## config.mk

```make
export PLATFORM = sky130hd
export DESIGN_NAME = regfile_write_arbiter_flat
export DESIGN_NICKNAME = d
export VERILOG_FILES = /design/src/rtl/regfile_write_arbiter_if.sv /design/src/rtl/regfile_write_arbiter.sv /design/src/flat_wrapper.sv
export SDC_FILE = /design/constraint.sdc
export NUM_CORES = 1
export LEC_CHECK = 0
export CELL_PAD_IN_SITES_DETAIL_PLACEMENT = 1
export CELL_PAD_IN_SITES_GLOBAL_PLACEMENT = 2
export CORE_MARGIN = 3
export CORE_UTILIZATION = 34
export CTS_BUF_LIST = sky130_fd_sc_hd__clkbuf_8
export DETAILED_ROUTE_END_ITERATION = 12
export DONT_BUFFER_PORTS = 1
export PLACE_DENSITY = 0.85
export SETUP_SLACK_MARGIN = 0.4
export SYNTH_ARGS = -nofsm -noshare
export SYNTH_HDL_FRONTEND = slang
export SYNTH_SLANG_ARGS = --single-unit
```

## constraint.sdc

```tcl
create_clock -name clk -period 2.75 [get_ports clk]
set_input_delay 0.4125 -clock clk [delete_from_list [all_inputs] [get_ports clk]]
set_output_delay 0.4125 -clock clk [all_outputs]
set_load 0.02 [all_outputs]
```

## src/rtl/regfile_write_arbiter_if.sv

```systemverilog
// Requester / register-file bus for the write arbiter.
// The master side is the requesters plus the register file; the slave side is the arbiter.
interface regfile_write_arbiter_if #(
  parameter int DATA_W = 8,
  parameter int ADDR_W = 2
);
  logic              hold;
  logic [2:0]        req_valid;
  logic [ADDR_W-1:0] req_reg0;
  logic [ADDR_W-1:0] req_reg1;
  logic [ADDR_W-1:0] req_reg2;
  logic [DATA_W-1:0] req_data0;
  logic [DATA_W-1:0] req_data1;
  logic [DATA_W-1:0] req_data2;
  logic [2:0]        req_ready;
  logic              rf_write;
  logic [ADDR_W-1:0] rf_write_reg;
  logic [DATA_W-1:0] rf_write_data;
  logic [1:0]        grant_id;
  logic [3:0]        busy_mask;

  modport master (
    output hold, req_valid, req_reg0, req_reg1, req_reg2,
           req_data0, req_data1, req_data2,
    input  req_ready, rf_write, rf_write_reg, rf_write_data, grant_id, busy_mask
  );

  modport slave (
    input  hold, req_valid, req_reg0, req_reg1, req_reg2,
           req_data0, req_data1, req_data2,
    output req_ready, rf_write, rf_write_reg, rf_write_data, grant_id, busy_mask
  );
endinterface

```

## src/rtl/regfile_write_arbiter.sv

```systemverilog
// Round-robin arbiter merging three register-file write sources (ALU, load, debug)
// into a single registered write port. One grant per cycle; the granted write
// appears on rf_* the following cycle.
module regfile_write_arbiter #(
  parameter int DATA_W = 8,
  parameter int ADDR_W = 2
) (
  input logic                   clk,
  input logic                   reset,
  regfile_write_arbiter_if.slave bus
);

  logic [1:0]        ptr;
  logic [2:0]        grant;
  logic [1:0]        grant_idx;
  logic              grant_any;
  logic [ADDR_W-1:0] sel_reg;
  logic [DATA_W-1:0] sel_data;

  logic              rf_write_q;
  logic [ADDR_W-1:0] rf_write_reg_q;
  logic [DATA_W-1:0] rf_write_data_q;
  logic [1:0]        grant_id_q;
  logic [3:0]        busy_q;

  // Pick the first valid requester starting at ptr; suppressed by hold or reset.
  always_comb begin
    logic [2:0] idx;
    grant     = 3'b000;
    grant_idx = 2'd0;
    grant_any = 1'b0;
    idx       = 3'd0;
    for (int k = 0; k < 3; k++) begin
      idx = 3'(ptr) + 3'(k);
      if (idx > 3'd2) idx = idx - 3'd3;
      if (!grant_any && bus.req_valid[idx[1:0]]) begin
        grant[idx[1:0]] = 1'b1;
        grant_idx       = idx[1:0];
        grant_any       = 1'b1;
      end
    end
    if (!reset || bus.hold) begin
      grant     = 3'b000;
      grant_any = 1'b0;
    end
  end

  // Steer the granted requester's target and data into the output register.
  always_comb begin
    sel_reg  = bus.req_reg0;
    sel_data = bus.req_data0;
    case (grant_idx)
      2'd1: begin
        sel_reg  = bus.req_reg1;
        sel_data = bus.req_data1;
      end
      2'd2: begin
        sel_reg  = bus.req_reg2;
        sel_data = bus.req_data2;
      end
      default: begin
        sel_reg  = bus.req_reg0;
        sel_data = bus.req_data0;
      end
    endcase
  end

  // Register the accepted write and advance the priority pointer past the winner.
  // Target/data/id are only reloaded on a transfer so they hold across idle cycles.
  always_ff @(posedge clk) begin
    if (!reset) begin
      rf_write_q      <= 1'b0;
      rf_write_reg_q  <= '0;
      rf_write_data_q <= '0;
      grant_id_q      <= 2'd0;
      ptr             <= 2'd0;
    end else begin
      rf_write_q <= grant_any;
      if (grant_any) begin
        rf_write_reg_q  <= sel_reg;
        rf_write_data_q <= sel_data;
        grant_id_q      <= grant_idx;
        ptr             <= (grant_idx == 2'd2) ? 2'd0 : grant_idx + 2'd1;
      end
    end
  end

  // Decode the busy mask purely from the registered write port.
  always_comb begin
    busy_q = 4'b0000;
    for (int r = 0; r < 4; r++) begin
      busy_q[r] = rf_write_q && (rf_write_reg_q == ADDR_W'(r));
    end
  end

  assign bus.req_ready     = grant;
  assign bus.rf_write      = rf_write_q;
  assign bus.rf_write_reg  = rf_write_reg_q;
  assign bus.rf_write_data = rf_write_data_q;
  assign bus.grant_id      = grant_id_q;
  assign bus.busy_mask     = busy_q;

endmodule

```

## src/flat_wrapper.sv

```systemverilog
// flat-port wrapper written by rule: the top's interface ports become plain ports
module regfile_write_arbiter_flat 
#(
  parameter int DATA_W = 8,
  parameter int ADDR_W = 2
)
  (clk, reset, bus_hold, bus_req_valid, bus_req_reg0, bus_req_reg1, bus_req_reg2, bus_req_data0, bus_req_data1, bus_req_data2, bus_req_ready, bus_rf_write, bus_rf_write_reg, bus_rf_write_data, bus_grant_id, bus_busy_mask);
  regfile_write_arbiter_if #(.DATA_W(DATA_W), .ADDR_W(ADDR_W)) bus_i ();
  input logic clk;
  input logic reset;
  input wire logic [$bits(bus_i.hold)-1:0] bus_hold;
  input wire logic [$bits(bus_i.req_valid)-1:0] bus_req_valid;
  input wire logic [$bits(bus_i.req_reg0)-1:0] bus_req_reg0;
  input wire logic [$bits(bus_i.req_reg1)-1:0] bus_req_reg1;
  input wire logic [$bits(bus_i.req_reg2)-1:0] bus_req_reg2;
  input wire logic [$bits(bus_i.req_data0)-1:0] bus_req_data0;
  input wire logic [$bits(bus_i.req_data1)-1:0] bus_req_data1;
  input wire logic [$bits(bus_i.req_data2)-1:0] bus_req_data2;
  output wire logic [$bits(bus_i.req_ready)-1:0] bus_req_ready;
  output wire logic [$bits(bus_i.rf_write)-1:0] bus_rf_write;
  output wire logic [$bits(bus_i.rf_write_reg)-1:0] bus_rf_write_reg;
  output wire logic [$bits(bus_i.rf_write_data)-1:0] bus_rf_write_data;
  output wire logic [$bits(bus_i.grant_id)-1:0] bus_grant_id;
  output wire logic [$bits(bus_i.busy_mask)-1:0] bus_busy_mask;
  assign bus_i.hold = bus_hold;
  assign bus_i.req_valid = bus_req_valid;
  assign bus_i.req_reg0 = bus_req_reg0;
  assign bus_i.req_reg1 = bus_req_reg1;
  assign bus_i.req_reg2 = bus_req_reg2;
  assign bus_i.req_data0 = bus_req_data0;
  assign bus_i.req_data1 = bus_req_data1;
  assign bus_i.req_data2 = bus_req_data2;
  assign bus_req_ready = bus_i.req_ready;
  assign bus_rf_write = bus_i.rf_write;
  assign bus_rf_write_reg = bus_i.rf_write_reg;
  assign bus_rf_write_data = bus_i.rf_write_data;
  assign bus_grant_id = bus_i.grant_id;
  assign bus_busy_mask = bus_i.busy_mask;
  regfile_write_arbiter #(.DATA_W(DATA_W), .ADDR_W(ADDR_W)) u_core (.clk(clk), .reset(reset), .bus(bus_i));
endmodule
```

* Yosys cells after proc, flatten, opt, wreduce, memory -nomap -nowiden *
Cells that the tools add are included.
W data, S select, Z words.

storage, ports and cells
  word-level logic and storage cells = 70
  register bits = 15
  input port bits = 36

operators by class
  bitwise logic cells = 2
  eq/ne operators = 5
  multiplexer cells = 29
  add/subtract/negate cells = 6
  reduce and logical (&&, ||, !) cells = 14
  magnitude comparators = 9

operator list
  kind                   number
  $pmux W8 S2            1
  $mux W2                7
  $mux W3                4
  $mux W1                10
  $logic_and A1 B1 Y1    9
  $lt A2 B3 Y1 const B   3
  $bmux W1 S2            3
  $demux W1 S2           3
  $eq A2 B2 Y1 const B   3
  $ge A2 B1 Y1 const B   3
  $gt A3 B2 Y1 const B   2
  $or A3 B3 Y3           2
  $sub A2 B2 Y2 const B  3
  $eq A2 B1 Y1 const B   2
  $pmux W2 S2            1
  $add A2 B1 Y3 const B  1
  $add A2 B2 Y3 const B  1
  $logic_not A1 Y1       3
  $add A2 B1 Y2 const B  1
  $gt A2 B2 Y1 const B   1
  $logic_not A2 Y1       1
  $logic_or A1 B1 Y1     1

* Longest topological paths before layout *
Gate-level depths: netlist (run 1).

  word-level depth = 13
  mapped depth = 14
  gate-level depth less buffers = 12

* Least setup slack after synthesis (run 1) *
Ideal clock, no wire load.

  path type = register to register
  start = register u_core.ptr[1]
  end = register u_core.rf_write_data_q[1], in the netlist u_core.bus.rf_write_data[1]
  path slack = 300 ps
  clock period less this slack = 2450 ps
  data required time = 2636 ps
  arrival = 2335 ps
  stages on the path, launching flop included = 14
  cells stage by stage = dfxtp_1 inv_1 ha_1 buf_6 mux2i_4 o21a_1 a21boi_0 inv_1 ha_1 clkbuf_1 a22oi_1 o21ai_0 nand2_1 o21ai_2

on the way
  longest elaborated chain between the ends = 13
  elaborated cells between the ends (all ways) = 31
  classes of those cells = add/sub (5); order compare (3); eq/ne (2); mux (17); reduce/logical (4)

ends and longest elaborated chain
  item                                                                    line                         text
  start: declaration                                                      regfile_write_arbiter.sv:13  logic [1:0] ptr;
  start signal: assignment                                                regfile_write_arbiter.sv:83  ptr <= (grant_idx == 2'd2) ? 2'd0 : grant_idx + 2'd1;
  parallel branches: the longest is 10 deep, another holds $add A2 B1 Y3  -
  $mux W2 *                                                               regfile_write_arbiter.sv:36  if (!grant_any && bus.req_valid[idx[1:0]]) begin
  named net u_core.grant_idx[1]                                           regfile_write_arbiter.sv:15  logic [1:0] grant_idx;
  $eq A2 B2 Y1 / $eq A2 B1 Y1 (equally long branches)                     regfile_write_arbiter.sv:52  case (grant_idx)
  $pmux W8 S2 *                                                           regfile_write_arbiter.sv:52
  end signal: assignment                                                  regfile_write_arbiter.sv:81  rf_write_data_q <= sel_data;
  end: declaration                                                        regfile_write_arbiter.sv:22  logic [DATA_W-1:0] rf_write_data_q;

Mark *: on every way through the listed nets, which the timed path passes. The select of a mux whose other input is x is not followed.
A chain may end at the register's enable or synchronous reset.

* Worst setup path after layout (run 1) *
  start = register u_core.ptr[1]
  end = register u_core.rf_write_data_q[4], in the netlist u_core.bus.rf_write_data[4]

Same word-level chain as after synthesis.

==> out/metrics.yaml, run 1 <==
maxCapViolations: 0
cp.arrival_ps: 2570
cts_buffer_depth: 2
status: "complete, no violations"
die_w_um: 62.71
grt_pass1_vias: 1074
floorplan.die.height_um: 62.71
synth_most_common_cell: "nand2_1"
syn_area_per_cell_um2: 7.647
worstSetupStartpoint: "u_core.ptr[1]$_SDFFE_PN0P_"
p_leak_nw: 0.5468
fin_crit_sh_pct: 86.71
nFillCells: 356
syn-cell-area_um2: 1094
ff2ff_path_depth: 13
cp_slowest_cell: "dfxtp_4"
setup_violations: 0
clock_sinks: 15
setup_ws_ps: 365.5
gp_congestion: 0.8040
insertion_delay_ps: 250
place_area_um2: 1117
final_antenna_net_count: 0
drt-initial-drc-count: 51
groute.usage.overall_pct: 15.98
design.core.area_um2: 2900
cp_common_cell: "nand2_1"
synth_cells: 143
r2r-end: "u_core.bus.rf_write_data[4]$_SDFFE_PN0P_"
ys_warn_count: 0
initial_utilization_pct: 37.70
via_count: 1061
reg2reg_from: "u_core.ptr[1]$_SDFFE_PN0P_"
via_per_inst: 5.386
cts_max_level: 1
drc: 0
firstDrtPassIters: 5
hold_start: "reset"
ys_seq_elements: 15
max_slew_margin_pct: 54.64
critical-path-max-stage-delay_ps: 370
synth_edf_count: 0
syn_nets: 187
period_needed_ps: 2385
netlist_top_cells_count: "nand2_1 (40), dfxtp_1 (15), o21ai_0 (14)"
min_path_type: "primary input to register"
drt_wl_total_um: 3499
fmax_ghz: 0.4194
seq_area_frac_synth_pct: 27.46
die_area_um2: 3933
dp_hpwl_um: 2295
clk_pin_slew_ps: 70
required_ps: 2940
tns_ps: 0
grt_pass1_wl_um: 5092
grt_max_degree: 29
boundaryPins: 56
synth_top_area_cell: "dfxtp_1"
grt_overflow: 0
antenna_found_initial: 0
synthFlopType: "dfxtp_1"
finalClockSkew_ps: 2.006
end_kind: "register"
hold_viol_final: 0
setup.worst_path.end: "u_core.bus.rf_write_data[4]$_SDFFE_PN0P_"
n_antenna_cell: 0
numPortBuffers: 0
worst_slew_pin_slew_ps: 678.9
cts_tree: "yes"
crit_chain: "inv_4, ha_4, mux2i_4, o21a_4, nand2_1, o22a_1, buf_4, ha_4, buf_12, nand2_1, o21ai_1, nand2_1, o21ai_2"
synthTopCellsByArea: "dfxtp_1 (27%), nand2_1 (14%), ha_1 (9.2%), o21ai_2 (7.2%), a22oi_1 (6.9%)"
wl_per_cell_um: 17.76
yosysTopAreaCellShare_pct: 27.46
path_class: "register to register"
finalInstanceArea_um2: 1443
drive_above_1_share_pct: 35.48
rsz0062_at_grt: "true"
r2r_slack_ps: 370
placementRows: 19
ir_drop_v: 0.0008123
ys_types: 28
nets: 200
pre_cts_slack_ps: 0.08415
largest_register_ffs: 8
cts_buffers: 3
cp-start-kind: "register"
crit_fanout: 20
async_flop_share_pct: 0
clockRootBuffer: "clkbuf_8"
syn_to_final_growth_pct: 31.92
drv_slew: 0
cellPowerDensity_nw_per_um2: 1434
-- stage by stage --
step | cells | power [mW] | util (%) | hold slack, ps
after global routing | 197 | 2.245 | 49.74 | 305.2
final | 197 | 2.069 | 49.74 | 300.0
after global placement | 179 | 1.369 | 38.52 | 478.0
after CTS | 187 | 1.727 | 43.18 | 300.7
after detailed placement | 179 | 1.413 | 38.52 | 498.2
after floorplan | 143 | 1.166 | - | 461.2
-- kinds of logic after synthesis --
family,Yosys count,share of synthesized area [%]
compound gates,47,28.83
simple gates,55,22.20
fa+ha+maj,8,9.154
buf+inv,14,7.552
mux,4,4.805
flops,15,27.46
-- final cells by class --
type,instances,area [um^2],area share (%)
multi-input combinational,114,858.3,59.50
tap,42,52.55,3.643
clock buffer,3,41.29,2.862
inverter,5,21.27,1.474
sequential,15,307.8,21.34
clock inverter,1,5.005,0.3469
timing repair buffer,17,156.4,10.84
-- worst min-delay path by stage --
stage / end / slack [ps] / cells after the start
finish: u_core.bus.rf_write_reg[0]$_SDFFE_PN0P_ / 300 / 2
global route: u_core.ptr[1]$_SDFFE_PN0P_ / 310 / 2
CTS: u_core.ptr[1]$_SDFFE_PN0P_ / 300 / 2
detailed placement: u_core.ptr[1]$_SDFFE_PN0P_ / 500 / 2
global placement: u_core.ptr[1]$_SDFFE_PN0P_ / 480 / 2
floorplan: u_core.ptr[1]$_SDFFE_PN0P_ / 460 / 2
-- per-layer routing --
metal  wire length [um]  GRT usage [%]
met3                192          3.058
met2               1845          26.63
met1               1440          20.04
met5                  0              0
met4                 20          6.612
-- cells in the final DEF, fill, tap and decap left out, types with 2 or more instances in the layout --
master,instances
buf_4,14
nand2_1,40
clkbuf_8,3
ha_4,4
o21ai_1,15
o21ai_0,2
nand3b_1,3
dfxtp_1,13
a22oi_2,5
buf_12,2
mux2i_1,2
o21ai_2,10
nor2b_1,3
dfxtp_4,2
ha_1,3
inv_2,2
inv_1,2
mux2i_4,2
nor2_1,3
a22oi_1,5
-- power breakdown --
part | internal (mW) | switching, mW | leakage (nW)
combinational | 0.649 | 0.706 | 0.397
sequential | 0.324 | 0.204 | 0.124
clock | 0.101 | 0.0848 | 0.0255
total | 1.07 | 0.995 | 0.547
-- what timing repair did --
action | in CTS | in global routing
endpoints found under the setup margin | 13 | 13
resized for setup | 20 | 31
pin swaps | 2 | 8
setup buffers | 4 | 10
hold buffers | 0 | 0
-- worst max-delay path, delay by kind of cell (launching register included) --
kind | cells | cell delay [ps]
DFF | 1 | 370
muxes | 1 | 270
and+or+nand+nor | 3 | 210
adders and majority gates | 2 | 460
buffers and inverters | 3 | 370
AOI/OAI and AO/OA | 4 | 630
Note: power is estimated with default switching activity, not from simulation.
==> run 2: changes to the inputs <==
--- a/config.mk
+++ b/config.mk
@@ -12,7 +12,7 @@
 export CTS_BUF_LIST = sky130_fd_sc_hd__clkbuf_8
 export DETAILED_ROUTE_END_ITERATION = 12
 export DONT_BUFFER_PORTS = 1
-export PLACE_DENSITY = 0.85
+export PLACE_DENSITY_LB_ADDON = 0.12
 export SETUP_SLACK_MARGIN = 0.4
 export SYNTH_ARGS = -nofsm -noshare
 export SYNTH_HDL_FRONTEND = slang
==> run 2 against run 1 <==
Against the previous run:
- clock power is 4% lower
- clock-buffer cell count stayed put
- largest cell class unchanged
- final area is 2.4% lower
- maximum frequency is 1.6% higher
- core utilization is 1.2 points lower
- combinational power hardly changed
- die area stayed put
- largest power group unchanged
- first-iteration DRC count is 47% lower
==> out/metrics.yaml, run 2 (synthesis gave the netlist of run 1 again) <==
status: "complete, no violations"
grt_overflow: 0  # unchanged
ff2ff_path_depth: 13  # unchanged
drv_slew: 0  # unchanged
cts_buffer_depth: 2  # unchanged
clockRootBuffer: "clkbuf_8"
drive_above_1_share_pct: 40.27  # +4.8 points
clk_pin_slew_ps: 60  # about the same
use_met3_pct: 4.496  # +1.4 points
crit_chain: "inv_4, ha_4, mux2i_4, o21a_4, nand2_2, o22a_1, buf_6, ha_4, buf_6, nand2_2, o21ai_1, nand2_1, o21ai_1"
path_delay_family: "compound AO/OA/AOI/OAI gates"
place_area_um2: 1097  # -1.8%
n_antenna_cell: 0  # unchanged
insertion_delay_ps: 240  # about the same
boundaryPins: 56  # unchanged
min_path_type: "primary input to register"
maxCapViolations: 0  # unchanged
layout_common_cells: "nand2_1 (31), o21ai_2 (17), dfxtp_1 (13)"
drt-initial-drc-count: 27  # -47%
finalClockSkew_ps: 1.687  # -0.3193 ps
crit_buf_inv: 3  # unchanged
cts_max_level: 1  # unchanged
setup_ws_ps: 402.8  # +37.29 ps
p_comb_share_pct: 66.2  # +0.7 points
fin_crit_sh_pct: 85.35  # -1.4 points
design.core.area_um2: 2900  # unchanged
via_per_inst: 5.461  # +1.4%
drc: 0  # unchanged
cts_tree: "yes"
critical-path-max-stage-delay_ps: 370  # about the same
antenna_found_initial: 0  # unchanged
layout.cells.non_filler: 191  # -3.0%
syn_to_final_growth_pct: 28.72
crit_fanout: 8  # -60%
r2r_slack_ps: 400  # +40 ps
placementRows: 19  # unchanged
internal-power_mw: 1.062  # -1.1%
p_sw_share_pct: 48.70  # +0.59 points
required_ps: 2920  # -20 ps
dp_hpwl_um: 2173  # -5.3%
gp_congestion: 0.8455  # +5.2%
groute.usage.overall_pct: 15.31  # -0.67 points
max_slew_margin_pct: 55.40  # +0.76 points
met1_usage_pct: 18.74  # -1.3 points
setup_violations: 0  # unchanged
finalInstanceArea_um2: 1408  # -2.4%
end_kind: "register"
tns_ps: 0  # unchanged
die_w_um: 62.71  # unchanged
reg2reg_from: "u_core.ptr[1]$_SDFFE_PN0P_"
p_sw_mw: 1.008  # +1.3%
largest_register_ffs: 8  # unchanged
worst_slew_pin_slew_ps: 667.5  # -11.35 ps
path_class: "register to register"
grt_pass1_wl_um: 4885  # -4.1%
r2r-end: "u_core.bus.rf_write_reg[1]$_SDFFE_PN0P_"
final_antenna_net_count: 0  # unchanged
floorplan.die.height_um: 62.71  # unchanged
gr-max-usage-layer: "met2"
post-place-cells: 178  # -0.56%
nets: 194  # -3.0%
cp.arrival_ps: 2520  # -50 ps
p_clk_share_pct: 8.5  # -0.5 points
cellPowerDensity_nw_per_um2: 1471  # +2.6%
cts_hold_buf: 0  # unchanged
numPortBuffers: 0  # unchanged
worstSetupStartpoint: "u_core.ptr[1]$_SDFFE_PN0P_"
via_count: 1043  # -1.7%
final_common_cell: "nand2_1"
pre_cts_slack_ps: 45.85  # +45.76 ps
clock_sinks: 15  # unchanged
setup.worst_path.end: "u_core.bus.rf_write_reg[1]$_SDFFE_PN0P_"
rsz0062_at_grt: "true"
drt_wl_total_um: 3103  # -11%
cp-start-kind: "register"
use_met2_pct: 25.97  # -0.67 points
period_needed_ps: 2347  # -37.29 ps
fmax_ghz: 0.4260  # +1.6%
p_leak_nw: 0.5201  # -4.9%
firstDrtPassIters: 4  # -1
pwr-share-seq_pct: 25.3  # -0.3 points
grt_pass1_vias: 1042  # -3.0%
cts_buffers: 3  # unchanged
cp_num_cells: 13  # unchanged
ir_drop_v: 0.0007424  # -8.6%
cp_slowest_cell: "dfxtp_4"
wl_per_cell_um: 16.25  # -8.5%
grt_max_degree: 29  # unchanged
initial_utilization_pct: 37.70  # unchanged
die_area_um2: 3933  # unchanged
hold_viol_final: 0  # unchanged
run 2: changes by cell type in the layout (fill, tap and decap cells not counted), sizes merged:
| cell | previous run | this run |
|---|---|---|
| buf | 17 | 11 |
run 2: stage by stage:
| stage | hold slack (ps) | power (mW) | util [%] |
|---|---|---|---|
| finish | 303.5 | 2.071 | 48.53 |
| global route | 300.9 | 2.258 | 48.53 |
| CTS | 300.1 | 1.716 | 43.53 |
| detailed placement | 503.2 | 1.318 | 37.83 |
| global placement | 485.9 | 1.291 | 37.83 |
| floorplan | 461.2 | 1.166 | - |
run 2: timing repair:
action | in CTS | in global routing
buffers inserted | 4 | 4
gates resized for setup | 18 | 47
pin swaps | 2 | 10
gates cloned | 0 | 1
endpoints found under the setup margin | 13 | 13
run 2: power by group through the flow:
stage          logic [mW]  clock network, mW  registers (mW)
4_1_cts              1.01              0.185           0.520
6_report             1.37              0.177           0.523
3_5_place_dp        0.801                  0           0.517
5_1_grt              1.52              0.199           0.539
2_1_floorplan       0.677                  0           0.489
3_3_place_gp        0.780                  0           0.511
run 2: area by class of cell:
type	count	area, um^2
Tap cell	42	52.55
Clock buffer	3	41.29
Clock inverter	1	5.005
Fill cell	358	1493
Timing Repair Buffer	11	97.59
Inverter	5	21.27
Multi-Input combinational cell	114	882.1
Sequential cell	15	307.8
run 2: worst register-to-register path: cells and delay by family (launching register included):
kind            cells  cell delay (ps)
simple gates        3              170
fa+ha+maj           2              510
compound gates      4              600
mux                 1              270
buf+inv             3              360
flops               1              370
run 2: routing by layer:
layer | vias to the layer above | routed length (um)
met5 | - | 0
met4 | 0 | 17
met3 | 2 | 204
met2 | 41 | 1506
met1 | 490 | 1374
li1 | 510 | -
run 2: how the worst min path moves through the flow:
stage / from / to / slack [ps] / cells after the start
detailed placement: u_core.ptr[0]$_SDFFE_PN0P_ / u_core.ptr[0]$_SDFFE_PN0P_ / 500 / 2
CTS: reset / u_core.bus.rf_write_reg[0]$_SDFFE_PN0P_ / 300 / 2
global placement: u_core.ptr[1]$_SDFFE_PN0P_ / u_core.ptr[1]$_SDFFE_PN0P_ / 490 / 2
finish: reset / u_core.ptr[1]$_SDFFE_PN0P_ / 300 / 2
global route: reset / u_core.bus.rf_write_reg[0]$_SDFFE_PN0P_ / 300 / 2
floorplan: u_core.ptr[1]$_SDFFE_PN0P_ / u_core.ptr[1]$_SDFFE_PN0P_ / 460 / 2
==> run 3: changes to the inputs <==
--- a/config.mk
+++ b/config.mk
@@ -12,6 +12,7 @@
 export CTS_BUF_LIST = sky130_fd_sc_hd__clkbuf_8
 export DETAILED_ROUTE_END_ITERATION = 12
 export DONT_BUFFER_PORTS = 1
+export MAX_ROUTING_LAYER = met4
 export PLACE_DENSITY_LB_ADDON = 0.12
 export SETUP_SLACK_MARGIN = 0.4
 export SYNTH_ARGS = -nofsm -noshare
==> run 3 against run 2 <==
Against the previous run:
- critical endpoint is now bus_req_ready[2]
- via count shrank 0.77%
- worst hold slack worse by 9.0 ps
- routed wire length up 3.1%
- flip-flop and latch count unchanged
- first-iteration DRC count unchanged
- critical path type is now register to output pin
- critical path depth is 5 lower
- final area is 0.27% lower
- maximum frequency up 1.7%
- sequential power hardly changed
==> out/metrics.yaml, run 3 (synthesis gave the netlist of run 1 again) <==
fin_util_pct: 48.40  # -0.13 points
setup_violations: 0  # unchanged
floorplan.die.height_um: 62.71  # unchanged
p_clk_share_pct: 9.4  # +0.9 points
cellPowerDensity_nw_per_um2: 1377  # -6.4%
status: "complete, no violations"
period_needed_ps: 2309  # -38.69 ps
pwr-share-seq_pct: 27.0  # +1.7 points
cts_buffer_depth: 2  # unchanged
design.core.area_um2: 2900  # unchanged
final_common_cell: "nand2_1"
worst_slew_pin_slew_ps: 682.2  # +14.70 ps
p_comb_share_pct: 63.5  # -2.7 points
via_per_inst: 5.281  # -3.3%
grt_overflow: 0  # unchanged
nets: 199  # +2.6%
dp_hpwl_um: 2242  # +3.2%
crit_buf_inv: 3  # unchanged
boundaryPins: 56  # unchanged
cp.arrival_ps: 1900  # -620 ps
cts_max_level: 1  # unchanged
path_delay_family: "buffers and inverters"
layout_common_cells: "nand2_1 (40), buf_4 (15), dfxtp_1 (13)"
fmax_ghz: 0.4332  # +1.7%
drive_above_1_share_pct: 36.36  # -3.9 points
path_class: "register to output pin"
gp_congestion: 0.8218  # -2.8%
clk_pin_slew_ps: 70  # about the same
clockRootBuffer: "clkbuf_8"
grt_pass1_wl_um: 4836  # -1.0%
largest_register_ffs: 8  # unchanged
final_antenna_net_count: 0  # unchanged
syn_to_final_growth_pct: 28.38
insertion_delay_ps: 250  # about the same
die_w_um: 62.71  # unchanged
p_sw_mw: 0.9326  # -7.5%
maxCapViolations: 0  # unchanged
firstDrtPassIters: 2  # -2
cp_slowest_cell: "dfxtp_2"
min_path_type: "primary input to register"
internal-power_mw: 1.001  # -5.8%
initial_utilization_pct: 37.70  # unchanged
cts_buffers: 3  # unchanged
rsz0062_at_grt: "true"
end_kind: "output pin"
max_slew_margin_pct: 54.42  # -0.98 points
cts_tree: "yes"
placementRows: 19  # unchanged
drc: 0  # unchanged
cp-start-kind: "register"
p_sw_share_pct: 48.24  # -0.45 points
fin_crit_sh_pct: 83.95  # -1.4 points
ir_drop_v: 0.0005096  # -31%
wl_per_cell_um: 16.32  # +0.46%
antenna_found_initial: 0  # unchanged
die_area_um2: 3933  # unchanged
via_count: 1035  # -0.77%
crit_fanout: 5  # -3
finalClockSkew_ps: 5.431  # +3.745 ps
crit_chain: "inv_1, ha_4, buf_4, o21ai_2, buf_4, a21oi_1, o21ai_0, and2_2"
drv_slew: 0  # unchanged
n_antenna_cell: 0  # unchanged
drt_wl_total_um: 3199  # +3.1%
hold_viol_final: 0  # unchanged
groute.usage.overall_pct: 15.70  # +0.39 points
numPortBuffers: 0  # unchanged
clock_sinks: 15  # unchanged
grt_max_degree: 21  # -28%
grt_pass1_vias: 1043  # +0.096%
p_leak_nw: 0.5319  # +2.3%
cp_common_cell: "buf_4"
critical-path-max-stage-delay_ps: 370  # about the same
whs_ps: 294.5  # -9.009 ps
required_ps: 2340  # -580 ps
drt-initial-drc-count: 27  # unchanged
-- run 3: layout make-up --
cell class	instances	area, um^2
fill	363	1496
multi-input combinational	114	854.6
sequential	15	305.3
timing repair buffer	16	123.9
tap	42	52.55
clock buffer	3	41.29
inverter	5	21.27
clock inverter	1	5.005
-- run 3: power groups by stage --
stage | Sequential, mW | Clock [mW] | Combinational, mW
detailed placement | 0.514 | 0 | 0.844
global placement | 0.509 | 0 | 0.820
floorplan | 0.489 | 0 | 0.677
global route | 0.541 | 0.200 | 1.37
CTS | 0.517 | 0.190 | 1.03
finish | 0.523 | 0.182 | 1.23
-- run 3: what timing repair did --
action / 4_1_cts / 5_1_grt
pin swaps: 3 / 11
setup endpoints to repair: 13 / 13
hold buffers: 0 / 0
setup buffers: 4 / 8
cloned: 0 / 0
gates resized for setup: 18 / 26
-- run 3: worst paths after layout --
kind | startpoint | end | slack [ps] | cells after the start
worst max-delay path | u_core.ptr[0]$_SDFFE_PN0P_ | bus_req_ready[2] | 440 | 8
worst max register to register | u_core.ptr[0]$_SDFFE_PN0P_ | u_core.bus.rf_write_data[5]$_SDFFE_PN0P_ | 490 | 13
worst min register to register | u_core.ptr[0]$_SDFFE_PN0P_ | u_core.ptr[0]$_SDFFE_PN0P_ | 510 | 2
worst min-delay path | reset | u_core.ptr[1]$_SDFFE_PN0P_ | 290 | 2
-- run 3: per-layer routing --
layer | wire, um | GRT usage (%) | vias up
li1 | - | - | 518
met1 | 1399 | 18.00 | 481
met2 | 1626 | 27.43 | 34
met3 | 162 | 4.137 | 2
met4 | 10 | 3.306 | 0
met5 | 0 | - | -
-- run 3: metrics by stage --
step	TNS (ps)	total power, mW	cell area, um^2	setup slack, ps	instances
after global routing	0	2.106	1404	339.4	196
final	0	1.933	1404	441.4	196
after global placement	0	1.329	1112	108.0	180
after CTS	0	1.742	1282	414.1	188
after detailed placement	-51.44	1.359	1112	-29.28	180
after floorplan	0	1.166	1094	429.7	143
